File: src/rtl/load_store_unit_if.sv
// load_store_unit_if: execute-stage request/response and data-memory pins of the LSU
interface load_store_unit_if;
  logic        req_valid;
  logic        req_ready;
  logic        req_write;
  logic [15:0] req_addr;
  logic [15:0] req_wdata;
  logic        resp_valid;
  logic [15:0] resp_rdata;
  logic [15:0] mem_access_addr;
  logic [15:0] mem_write_data;
  logic        mem_write_en;
  logic        mem_read;
  logic [15:0] mem_read_data;
  logic        sb_empty;
  modport master (
    output req_valid, req_write, req_addr, req_wdata, mem_read_data,
    input  req_ready, resp_valid, resp_rdata, mem_access_addr, mem_write_data,
           mem_write_en, mem_read, sb_empty
  );
  modport slave (
    input  req_valid, req_write, req_addr, req_wdata, mem_read_data,
    output req_ready, resp_valid, resp_rdata, mem_access_addr, mem_write_data,
           mem_write_en, mem_read, sb_empty
  );
endinterface

File: src/rtl/load_store_unit.sv
// load_store_unit: posted store buffer with youngest-match load forwarding, drained on idle port cycles
module load_store_unit #(
  parameter int SB_DEPTH        = 4,
  parameter int ADDR_MATCH_BITS = 3
) (
  input logic              clk,
  input logic              rst,
  load_store_unit_if.slave bus_io
);
  localparam int PW = $clog2(SB_DEPTH);
  localparam int CW = PW + 1;
  typedef enum logic [1:0] {IDLE, LOAD, RESP} state_t;
  state_t        state_q, state_d;
  logic [PW-1:0] head_q, head_d, tail_q, tail_d;
  logic [CW-1:0] count_q, count_d;
  logic [15:0]   load_addr_q, load_addr_d, rdata_q, rdata_d;
  logic [15:0]   sb_addr_q [SB_DEPTH];
  logic [15:0]   sb_data_q [SB_DEPTH];
  logic          full, accept, push, pop, hit;
  logic [15:0]   fwd;
  assign full             = count_q == CW'(SB_DEPTH);
  assign bus_io.req_ready = (state_q == IDLE) && !full && !rst;
  assign accept           = bus_io.req_valid && bus_io.req_ready;
  assign push             = accept && bus_io.req_write;
  assign pop              = (state_q != LOAD) && !accept && (count_q != '0);
  // Scan oldest to youngest so the last match wins.
  always_comb begin
    hit = 1'b0;
    fwd = '0;
    for (int k = 0; k < SB_DEPTH; k++)
      if (CW'(k) < count_q &&
          sb_addr_q[head_q + PW'(k)][ADDR_MATCH_BITS-1:0] == load_addr_q[ADDR_MATCH_BITS-1:0]) begin
        hit = 1'b1;
        fwd = sb_data_q[head_q + PW'(k)];
      end
  end
  always_comb begin
    state_d                = state_q == LOAD ? RESP :
                             state_q == RESP ? IDLE :
                             (accept && !bus_io.req_write) ? LOAD : IDLE;
    load_addr_d            = (accept && !bus_io.req_write) ? bus_io.req_addr : load_addr_q;
    rdata_d                = state_q == LOAD ? (hit ? fwd : bus_io.mem_read_data) : rdata_q;
    head_d                 = pop ? head_q + PW'(1) : head_q;
    tail_d                 = push ? tail_q + PW'(1) : tail_q;
    count_d                = count_q + CW'(push) - CW'(pop);
    bus_io.mem_read        = (state_q == LOAD) && !hit;
    bus_io.mem_write_en    = pop;
    bus_io.mem_access_addr = bus_io.mem_read ? load_addr_q : pop ? sb_addr_q[head_q] : '0;
    bus_io.mem_write_data  = pop ? sb_data_q[head_q] : '0;
    bus_io.resp_valid      = state_q == RESP;
    bus_io.resp_rdata      = rdata_q;
    bus_io.sb_empty        = count_q == '0;
  end
  always_ff @(posedge clk or posedge rst)
    if (rst) begin
      state_q     <= IDLE;
      head_q      <= '0;
      tail_q      <= '0;
      count_q     <= '0;
      load_addr_q <= '0;
      rdata_q     <= '0;
    end else begin
      state_q     <= state_d;
      head_q      <= head_d;
      tail_q      <= tail_d;
      count_q     <= count_d;
      load_addr_q <= load_addr_d;
      rdata_q     <= rdata_d;
    end
  always_ff @(posedge clk)
    if (push) begin
      sb_addr_q[tail_q] <= bus_io.req_addr;
      sb_data_q[tail_q] <= bus_io.req_wdata;
    end
endmodule

File: src/flat_wrapper.sv
// flat-port wrapper written by rule: the top's interface ports become plain ports
module load_store_unit_flat 
#(
  parameter int SB_DEPTH        = 4,
  parameter int ADDR_MATCH_BITS = 3
)
  (clk, rst, bus_io_req_valid, bus_io_req_write, bus_io_req_addr, bus_io_req_wdata, bus_io_mem_read_data, bus_io_req_ready, bus_io_resp_valid, bus_io_resp_rdata, bus_io_mem_access_addr, bus_io_mem_write_data, bus_io_mem_write_en, bus_io_mem_read, bus_io_sb_empty);
  load_store_unit_if bus_io_i ();
  input logic clk;
  input logic rst;
  input wire logic [$bits(bus_io_i.req_valid)-1:0] bus_io_req_valid;
  input wire logic [$bits(bus_io_i.req_write)-1:0] bus_io_req_write;
  input wire logic [$bits(bus_io_i.req_addr)-1:0] bus_io_req_addr;
  input wire logic [$bits(bus_io_i.req_wdata)-1:0] bus_io_req_wdata;
  input wire logic [$bits(bus_io_i.mem_read_data)-1:0] bus_io_mem_read_data;
  output wire logic [$bits(bus_io_i.req_ready)-1:0] bus_io_req_ready;
  output wire logic [$bits(bus_io_i.resp_valid)-1:0] bus_io_resp_valid;
  output wire logic [$bits(bus_io_i.resp_rdata)-1:0] bus_io_resp_rdata;
  output wire logic [$bits(bus_io_i.mem_access_addr)-1:0] bus_io_mem_access_addr;
  output wire logic [$bits(bus_io_i.mem_write_data)-1:0] bus_io_mem_write_data;
  output wire logic [$bits(bus_io_i.mem_write_en)-1:0] bus_io_mem_write_en;
  output wire logic [$bits(bus_io_i.mem_read)-1:0] bus_io_mem_read;
  output wire logic [$bits(bus_io_i.sb_empty)-1:0] bus_io_sb_empty;
  assign bus_io_i.req_valid = bus_io_req_valid;
  assign bus_io_i.req_write = bus_io_req_write;
  assign bus_io_i.req_addr = bus_io_req_addr;
  assign bus_io_i.req_wdata = bus_io_req_wdata;
  assign bus_io_i.mem_read_data = bus_io_mem_read_data;
  assign bus_io_req_ready = bus_io_i.req_ready;
  assign bus_io_resp_valid = bus_io_i.resp_valid;
  assign bus_io_resp_rdata = bus_io_i.resp_rdata;
  assign bus_io_mem_access_addr = bus_io_i.mem_access_addr;
  assign bus_io_mem_write_data = bus_io_i.mem_write_data;
  assign bus_io_mem_write_en = bus_io_i.mem_write_en;
  assign bus_io_mem_read = bus_io_i.mem_read;
  assign bus_io_sb_empty = bus_io_i.sb_empty;
  load_store_unit #(.SB_DEPTH(SB_DEPTH), .ADDR_MATCH_BITS(ADDR_MATCH_BITS)) u_core (.clk(clk), .rst(rst), .bus_io(bus_io_i));
endmodule
File: config.mk
export PLATFORM = sky130hd
export DESIGN_NAME = load_store_unit_flat
export DESIGN_NICKNAME = d
export VERILOG_FILES = /design/src/rtl/load_store_unit_if.sv /design/src/rtl/load_store_unit.sv /design/src/flat_wrapper.sv
export SDC_FILE = /design/constraint.sdc
export NUM_CORES = 1
export LEC_CHECK = 0
export ABC_AREA = 1
export CORE_ASPECT_RATIO = 0.5
export CORE_MARGIN = 2
export CORE_UTILIZATION = 49
export CTS_CLUSTER_DIAMETER = 200
export CTS_CLUSTER_SIZE = 24
export DETAILED_ROUTE_END_ITERATION = 10
export GPL_TIMING_DRIVEN = 0
export PLACE_DENSITY = 0.74
export SYNTH_ARGS = -nofsm -noshare
export SYNTH_HDL_FRONTEND = slang
export SYNTH_SLANG_ARGS = --single-unit
File: constraint.sdc
create_clock -name clk -period 8.3 [get_ports clk]
set_input_delay 1.66 -clock clk [delete_from_list [all_inputs] [get_ports clk]]
set_output_delay 1.66 -clock clk [all_outputs]
set_load 0.02 [all_outputs]
==> metrics.cfg <==
[synthesis]
yosysWarnings=0
syn_area_um2=9170
synth_edf_count=128
netlist_instances=1114
syn-num-nets=1175
syn_avg_cell_area_um2=8.23
synth_cell_types=29
synthFlopType=edfxtp_1
async_reset_ff_share_pct=24.3
ys_seq_elements=169
seq_area_frac_synth_pct=53.1

[critical_path]
critPathMaxFanout=25
path_class=in2out
critPathLaunchType=input pin
required_ps=6640
end_kind=output pin
timing.rr.end=u_core.count_q[2]
crit_arrival_ps=4970
r2r_slack_ps=5160
path_buf_inv=6
cpPeakStageDelay_ps=570
critical-path-top-delay-family=buffers and inverters
reg2reg_from=u_core.state_q[1]
worstPathCellList=clkdlybuf4s50_1 -> inv_2 -> buf_12 -> nand3_1 -> a31oi_1 -> nand2_1 -> nand2_1 -> inv_1 -> clkbuf_1 -> o21ai_0 -> o21ai_0 -> clkdlybuf4s50_1
cp.depth=12
slowest_stage=clkdlybuf4s50_1
startpoint=rst
reg2reg_depth=13

[global_routing]
grt_pass1_vias=7813
antenna_found_initial=0
grt_use_total_pct=27.5
gr-total-overflow=0
grt_max_degree=26
grt_first_pass_wirelength_mm=41.2

[cts]
cts_inserted_buffers=17
cts_buffer_depth=2
cts_tree=yes
postCtsSetupBuffers=0
cts_resized=0
cts_hold_buf=0
clock_latency_ps=440
clkTransAtPathRegs_ps=80
h-tree-depth=4
cts.sinks=169
cts_root_buf=clkbuf_16

[place]
dp_hpwl_mm=19.3
port_buffers=104
gp_congestion=0.900

[outcome]
status=complete, no violations

[drt]
highest_layer=met4
met3WireLength_mm=2.40
wl_per_cell_um=17.9
wl_met1_mm=11.4
wl_mm=26.8
vias=8191
post-route-drc-count=0
first_pass_iters=5
vias_per_cell=5.48
ant_nets=0
first_iter_violations=861
dr_wl_met2_mm=12.5

[timing]
worst_clock_skew_ps=8.79
max_freq_mhz=151
tns_ps=0
hold_violations=0
holdWs_ps=478
tightestPinTransition_ps=664
slew_headroom_pct=55.7
setup_violations=0
rsz0062_at_grt=no
min_period_ps=6630
fin_crit_sh_pct=79.9
slew_violations=0

[cells_and_area]
antenna_cells=0
num-nets-final=1303
drive_above_1_share_pct=8.05
syn_to_final_growth_pct=22.8

[pwr]
pwr_density_cell_nw_per_um2=409
ir_worst_vdd_mv=0.214
p_leak_nw=4.78

[die]
start_util_pct=50.0
die_area_um2=19900
die_y_um=101
die_x_um=197
rows=35
core-area_um2=18300
ioPinCount=105

[job]
drv_cap=0

[min_path]
holdPathStages=2
min_from=u_core.bus_io.resp_rdata[13]
min_to=u_core.bus_io.resp_rdata[13]
hold_path_class=reg2reg

worst reg2reg max path: stages, from the launching register on:
cell and delay, ps:
dfrtp_1 430, inv_1 90, nand3_1 70, a31oi_1 270
nand2_1 120, nand2_1 300, inv_1 210, clkbuf_1 350
ha_1 390, inv_1 60, ha_1 140, inv_1 50
fa_1 380, xor2_1 170
flip-flops by register name, indices dropped and copies added, names as in the netlist:
signal,cells
u_core.state_q,2
u_core.tail_q,2
u_core.sb_data_q,64
u_core.sb_addr_q,64
u_core.load_addr_q,16
u_core.head_q,2
u_core.bus_io.resp_rdata,16
u_core.count_q,3
cells by family (layout without fill, tap and decap cells):
group / Yosys count / count (layout) / share of synthesized area (%)
xor+xnor: 3 / 3 / 0.287
simple gates: 471 / 471 / 20.7
fa+ha+maj: 9 / 9 / 1.31
buf+inv: 197 / 338 / 9.06
flops: 169 / 169 / 53.1
compound gates: 262 / 262 / 15.2
mux: 3 / 3 / 0.327
layer usage:
metal	up-vias	GRT usage [%]
li1	3899	-
met1	3850	37.8
met2	396	44.7
met3	46	5.12
met4	0	8.33
met5	-	0
final cells by class:
type                            count  area [µm²]
Multi-Input combinational cell    748        3500
Timing Repair Buffer              109        1170
Tap cell                          240         300
Fill cell                        1566        7090
Inverter                          134         503
Clock buffer                       18         439
Sequential cell                   169        4870
Buffer                             63         328
Clock inverter                     14         149
metrics by stage:
step	total power [mW]	setup slack (ps)	std cells	utilization [%]	area, µm²
floorplan	2.84	2490	1114	-	9170
global placement	3.73	729	1458	57.3	10500
detailed placement	3.78	1680	1463	58.2	10700
CTS	4.58	1670	1495	61.4	11300
global route	4.91	1450	1495	61.4	11300
finish	4.61	1670	1495	61.4	11300
Yosys cell counts (8+ instances only):
library cell / instances / area, µm²
nand2_1: 371 / 1390
o21ai_0: 182 / 911
inv_1: 132 / 495
edfxtp_1: 128 / 3840
nor2_1: 44 / 165
dfrtp_1: 41 / 1030
a21oi_1: 39 / 195
nand3_1: 33 / 165
clkbuf_1: 28 / 105
buf_2: 16 / 80.1
o211ai_1: 16 / 120
o21ai_1: 12 / 60.1
nand2_2: 11 / 68.8
a21oi_2: 10 / 87.6
buf_1: 10 / 37.5
buf_6: 8 / 90.1
ha_1: 8 / 100
how the worst max path moves through the flow:
| stage | to | slack (ps) |
|---|---|---|
| floorplan | bus_io_mem_access_addr[13] | 2490 |
| global placement | u_core.sb_data_q[3][5] | 730 |
| detailed placement | bus_io_mem_access_addr[8] | 1680 |
| CTS | bus_io_mem_access_addr[7] | 1670 |
| global route | bus_io_mem_access_addr[7] | 1450 |
| finish | bus_io_mem_access_addr[7] | 1670 |
layout by cell type (no fill, tap or decap), types with 7 or more instances in the layout:
master           instances
nand2_1                371
o21ai_0                182
inv_1                  131
edfxtp_1               128
clkdlybuf4s50_1        104
dfrtp_1                 41
nor2_1                  40
a21oi_1                 39
nand3_1                 33
clkbuf_1                28
clkbuf_16               17
buf_2                   16
o211ai_1                16
o21ai_1                 12
nand2_2                 11
buf_1                   10
a21oi_2                 10
buf_6                    8
ha_1                     8
nor2_4                   7
power breakdown:
group | internal, mW | switching [mW]
Combinational | 0.930 | 1.78
Clock | 0.409 | 0.391
Sequential | 1.03 | 0.0640
Power figures use the tool's default switching activity.
==> edit 1, RTL diff (config.mk and constraints unchanged) <==
The 3 states of `state_t` get a one-hot encoding in 3 bits.
--- a/src/rtl/load_store_unit.sv
+++ b/src/rtl/load_store_unit.sv
@@ -11,3 +11,3 @@
   localparam int CW = PW + 1;
-  typedef enum logic [1:0] {IDLE, LOAD, RESP} state_t;
+  typedef enum logic [2:0] {IDLE = 3'b001, LOAD = 3'b010, RESP = 3'b100} state_t;
   state_t        state_q, state_d;
Behaviour: same outputs for any inputs over 4 cycles, from zero or initial values and one cycle with rst high; so few cycles prove little.
==> edit 1 against the original RTL <==
Non-clock buffer count decreased by 2; clock power increased by 3.9%; cell area increased by 0.88%; sequential cell count increased by 1; core utilization increased by 0.24 points; power decreased by 0.26%; synthesized area increased by 0.56%; worst setup slack improved by 48 ps; via count decreased by 0.90%; count of clock-buffer cells in the layout unchanged; fmax increased by 0.74%; wire length decreased by 2.3%; critical endpoint is now bus_io_mem_access_addr[1]; largest cell class unchanged; largest power group unchanged; highest routed layer unchanged.
==> edit 1: results (changes against the original RTL) <==
The CTS buffer count is 17 (unchanged). The commonest cells after synthesis are nand2_1, o21ai_0, edfxtp_1. The worst ir drop on vdd was 0.000230 V (+7.2%). The number of different library cells in the post-synthesis netlist is 31 (+6.9%).

The final layout net count is 1,284 (-1.5%). The static leakage was 0.00481 uW (+0.66%). The fraction of registers with async set/reset was 24.7% (+0.45 points). The post-synthesis sequential area ratio is 53.1% (about the same). The worst path arrival time came out at 4920 ps (-50 ps). The total track usage is 27.4% (-0.078 points).

The total of warnings raised by yosys came out at 0 (unchanged). The maximum number of pins on one net before global-route repair came to 30 (+15%). The share of cells above drive strength 1 came to 8.50% (+0.45 points). The antenna diode count came out at 0 (unchanged). The count of port buffers added during placement is 104 (unchanged). The largest registers in the layout are u_core.sb_addr_q (64), u_core.sb_data_q (64). The detailed placer's ending HPWL is 18,800 um (-2.3%). The synthesized net count is 1,156 (-1.6%).

The H-tree depth came out at 4 (unchanged). The count of routing violations after the opening detailed-route iteration came out at 670 (-22%). The actual slew at the worst max-slew pin came out at 872 ps (+208 ps).

The number of enable flip-flop cells after synthesis came out at 128 (unchanged). The number of global-route vias before repair came to 7,878 (+0.83%). The portion of synthesized cell area occupied by the leading cell type is 41.7% (-0.23 points). The final estimated routing congestion in global placement came to 0.914 (+1.6%). The total routed wirelength is 26,200 um (-2.3%). The clock network latency to the later pin of the worst-skew pair came to 440 ps (about the same).

The average via count per standard cell came out at 5.43 (-0.90%). The run finished with clean final reports. The global-route wire length before repair is 41,300 um (+0.35%). The number of buffers on the longest clock path came out at 2 (unchanged).

The worst-case setup slack after placement is 1660 ps (-14.2 ps). The number of buffers inserted to repair setup after CTS is 0 (unchanged). The buffer type at the clock tree root is clkbuf_16. The number of antenna violations at the first check in global routing came out at 0 (unchanged). The highest fanout seen on the critical path came out at 29 (+16%). The clock slew seen by the registers of the worst setup and hold paths came out at 60 ps (-20 ps). The detailed-router iteration count before antenna repair came out at 5 (unchanged). By area the synthesized netlist is led by edfxtp_1, nand2_1, dfrtp_1. The number of gates resized after CTS came out at 0 (unchanged). For this run, the leading register cell type out of synthesis is edfxtp_1. The number of fill cells in the layout is 1,563 (-0.19%). The type of the worst min-delay path is reg2reg. The final setup skew came to 10.5 ps (+1.75 ps).
edit 1: cell types whose count changed after synthesis, sizes merged, moves of 2 or more:
cell	unedited run	this run
nand2	385	333
nand3	35	86
o21ai	194	146
mux2i	3	26
nor2	50	71
or2	0	18
o211ai	16	0
inv	134	120
a21oi	49	42
buf	35	32
nor3	1	3
xor2	3	5
edit 1: cell type report:
cell class,count,area share (%)
multi-input cells,744,31.6
repair buffers,109,10.2
clock buffers,18,3.78
flip-flops and latches,170,43.1
plain buffers,61,2.83
clock inverters,14,1.63
inverters,120,4.01
well taps,259,2.85
edit 1: kinds of logic (layout without fill, tap and decap cells):
group,count (synthesis),count (layout),share of synthesized area [%]
muxes,26,26,2.82
and+or+nand+nor,512,512,23.3
xor gates and xnor gates,5,5,0.475
AOI/OAI and AO/OA,192,192,10.6
adders and majority gates,9,9,1.30
DFF,170,170,53.1
buffers and inverters,181,322,8.42
edit 1: worst max-delay path: stages:
cell and delay [ps]:
clkdlybuf4s50_1 420, inv_2 280, buf_12 260, nand4_1 150, a31oi_1 340, nand2_1 180
nand2_1 210, clkbuf_1 630, o22ai_1 180, clkdlybuf4s50_1 570
edit 1: path summary, 6_finish.rpt:
kind                                       startpoint                      endpoint  slack, ps  cells past startpoint
worst max-delay path                              rst     bus_io_mem_access_addr[1]       1720                     10
worst min-delay path            u_core.load_addr_q[6]         u_core.load_addr_q[6]        540                      2
worst max register to register      u_core.state_q[0]             u_core.count_q[2]       5000                     12
worst min register to register  u_core.load_addr_q[6]         u_core.load_addr_q[6]        540                      2
max in group asynchronous                         rst             u_core.state_q[0]       6220                      3
min in group asynchronous                         rst  u_core.bus_io.resp_rdata[14]       1520                      2
edit 1: layer usage:
metal / global-route usage, % / part of all wire, % / vias up
met5: 0 / 0 / -
met4: 8.79 / 2.2 / 0
met3: 6.49 / 8.2 / 52
met2: 43.7 / 45 / 343
met1: 37.3 / 45 / 3881
li1: - / - / 3841
edit 1: power breakdown:
part / internal (uW) / total, uW / switching, uW / leakage [uW]
Clock: 458 / 831 / 373 / 0.000298
Combinational: 916 / 2680 / 1770 / 0.00289
Sequential: 1030 / 1090 / 55.7 / 0.00163
Total: 2400 / 4600 / 2200 / 0.00481
edit 1: stage by stage:
stage                     cell area (sq um)  std cells  utilization, %  hold WS [ps]  power [uW]
after floorplan                        9220       1095               -           501        2810
after global placement                10600       1458            57.4           517        3630
after detailed placement              10700       1463            58.3           528        3710
after CTS                             11400       1495            61.6           546        4550
after global routing                  11400       1495            61.6           569        4910
final                                 11400       1495            61.6           541        4600
==> edit 2, RTL diff (same settings) <==
Without the edit above. `ADDR_MATCH_BITS` is set to 3 in 2 places; all go to 2.
--- a/src/rtl/load_store_unit.sv
+++ b/src/rtl/load_store_unit.sv
@@ -3,3 +3,3 @@
   parameter int SB_DEPTH        = 4,
-  parameter int ADDR_MATCH_BITS = 3
+  parameter int ADDR_MATCH_BITS = 2
 ) (
--- a/src/flat_wrapper.sv
+++ b/src/flat_wrapper.sv
@@ -4,3 +4,3 @@
   parameter int SB_DEPTH        = 4,
-  parameter int ADDR_MATCH_BITS = 3
+  parameter int ADDR_MATCH_BITS = 2
 )
Check against the original RTL: not equivalent (a bounded check fails within 4 cycles, from zero or initial values and one cycle with rst high).
==> edit 2 against the original RTL <==
Sequential cell count is the same; power grew 2.2%; wire length shrank 2.0%; largest power group unchanged; sequential power is essentially flat; hold slack gained 11 ps; synthesized area shrank 0.67%; critical path type unchanged; worst setup slack gained 230 ps; non-clock buffer count shrank 3; cell area shrank 0.68%.
==> edit 2: results (changes against the original RTL) <==
The run finished with clean final reports. The maximum number of pins on one net before global-route repair is 35 (+35%). The highest fanout seen on the critical path came to 34 (+36%). The final setup skew came out at 10.6 ps (+1.82 ps). Counting instances in the post-synthesis netlist gives the leading cell types as nand2_1, edfxtp_1, o21ai_0. The actual slew at the worst max-slew pin came out at 652 ps (-11.6 ps).

The worst path arrival time came out at 4740 ps (-230 ps). The share of cells above drive strength 1 was 9.42% (+1.4 points). The wire length on met2 is 12,300 um (-1.0%). The synthesized net count came out at 1,130 (-3.8%).

The post-synthesis sequential area ratio came out at 53.4% (+0.36 points). The total routed wirelength is 26,300 um (-2.0%). The net switching power is 2260 uW (+1.1%). The global-route wire length before repair is 41,200 um (+0.22%). The met3 wirelength from detailed routing was 2120 um (-12%). The number of antenna violations at the first check in global routing is 1 (+1). The number of global-route vias before repair was 7,830 (+0.22%).

Sorting the synthesized cells by area gives the leading types as edfxtp_1, nand2_1, dfrtp_1. The detailed placer's ending HPWL is 18,100 um (-6.1%). The mux cell area share after synthesis was 1.76% (+1.4 points). The total track usage came out at 27.6% (+0.13 points). The number of different library cells in the post-synthesis netlist is 36 (+24%).

The fraction of the mapped netlist area in compound gates is 11.3% (-3.9 points). The worst ir drop on vdd came out at 0.000262 V (+23%). The final layout net count came out at 1,258 (-3.5%). The via count is 7,960 (-2.8%). The static leakage is 0.00473 uW (-1.1%). The antenna diode count came out at 0 (unchanged).

The count of routing violations after the opening detailed-route iteration came out at 740 (-14%). The synthesized-area fraction occupied by xor and xnor cells came out at 0.288% (+0.0019 points). The highest layer used for signal routing is met5. The detailed-router iteration count before antenna repair came out at 6 (+1). The number of buffers inserted to repair setup after CTS was 0 (unchanged).

CTS placed an instance of clkbuf_16 at the clock tree root. The met1 wire length came out at 11,200 um (-1.5%). The final estimated routing congestion in global placement is 0.970 (+7.7%).

The adder and majority gate portion of the synthesized area is 1.32% (+0.0088 points).
## edit 2: logic make-up after synthesis
kind of cell | count (synthesis)
compound gates | 193
simple gates | 526
mux | 16
buf+inv | 153
xor+xnor | 3
flops | 169
fa+ha+maj | 9
## edit 2: path summary, 6_finish.rpt
path	slack, ps	to	depth (start not counted)	startpoint
hold / removal	490	u_core.bus_io.resp_rdata[4]	2	u_core.bus_io.resp_rdata[4]
setup / recovery	1900	bus_io_mem_access_addr[6]	12	rst
setup reg to reg	5280	u_core.count_q[2]	13	u_core.state_q[1]
min in group asynchronous	1450	u_core.load_addr_q[12]	2	rst
max in group asynchronous	6390	u_core.bus_io.resp_rdata[12]	3	rst
hold reg to reg	490	u_core.bus_io.resp_rdata[4]	2	u_core.bus_io.resp_rdata[4]
## edit 2: critical path: stages
cell	delay, ps
clkdlybuf4s50_1	410
inv_2	190
buf_12	260
nand3_1	100
a31oi_1	300
nand2_1	150
nand2_1	230
inv_1	170
clkbuf_1	330
o21ai_0	210
o21ai_0	130
clkdlybuf4s50_1	560
## edit 2: layout make-up
| type | count | area (sq um) |
|---|---|---|
| clock inverters | 14 | 159 |
| flip-flops and latches | 169 | 4870 |
| inverters | 93 | 354 |
| clock buffers | 18 | 429 |
| plain buffers | 60 | 319 |
| well taps | 240 | 300 |
| multi-input cells | 747 | 3600 |
| fillers | 1551 | 7120 |
| repair buffers | 109 | 1160 |
## edit 2: power by group through the flow
stage | logic [uW] | registers, uW | clock network [uW]
5_1_grt | 3080 | 1110 | 848
4_1_cts | 2760 | 1100 | 807
6_report | 2810 | 1100 | 806
3_5_place_dp | 2740 | 1120 | 0
2_1_floorplan | 1760 | 1150 | 0
3_3_place_gp | 2690 | 1110 | 0
## edit 2: metal layers
metal / track usage (%) / vias up
li1: - / 3782
met4: 10.3 / 2
met5: 0 / -
met3: 5.65 / 56
met2: 45.9 / 386
met1: 36.2 / 3734
## edit 2: through the flow
step                      setup slack (ps)  hold WS [ps]  cell area (sq um)  std cells
after CTS                             1920           492              11200       1450
after floorplan                       2500           485               9110       1069
final                                 1900           490              11200       1450
after detailed placement              1950           473              10600       1418
after global placement                 951           471              10500       1413
after global routing                  1700           519              11200       1450
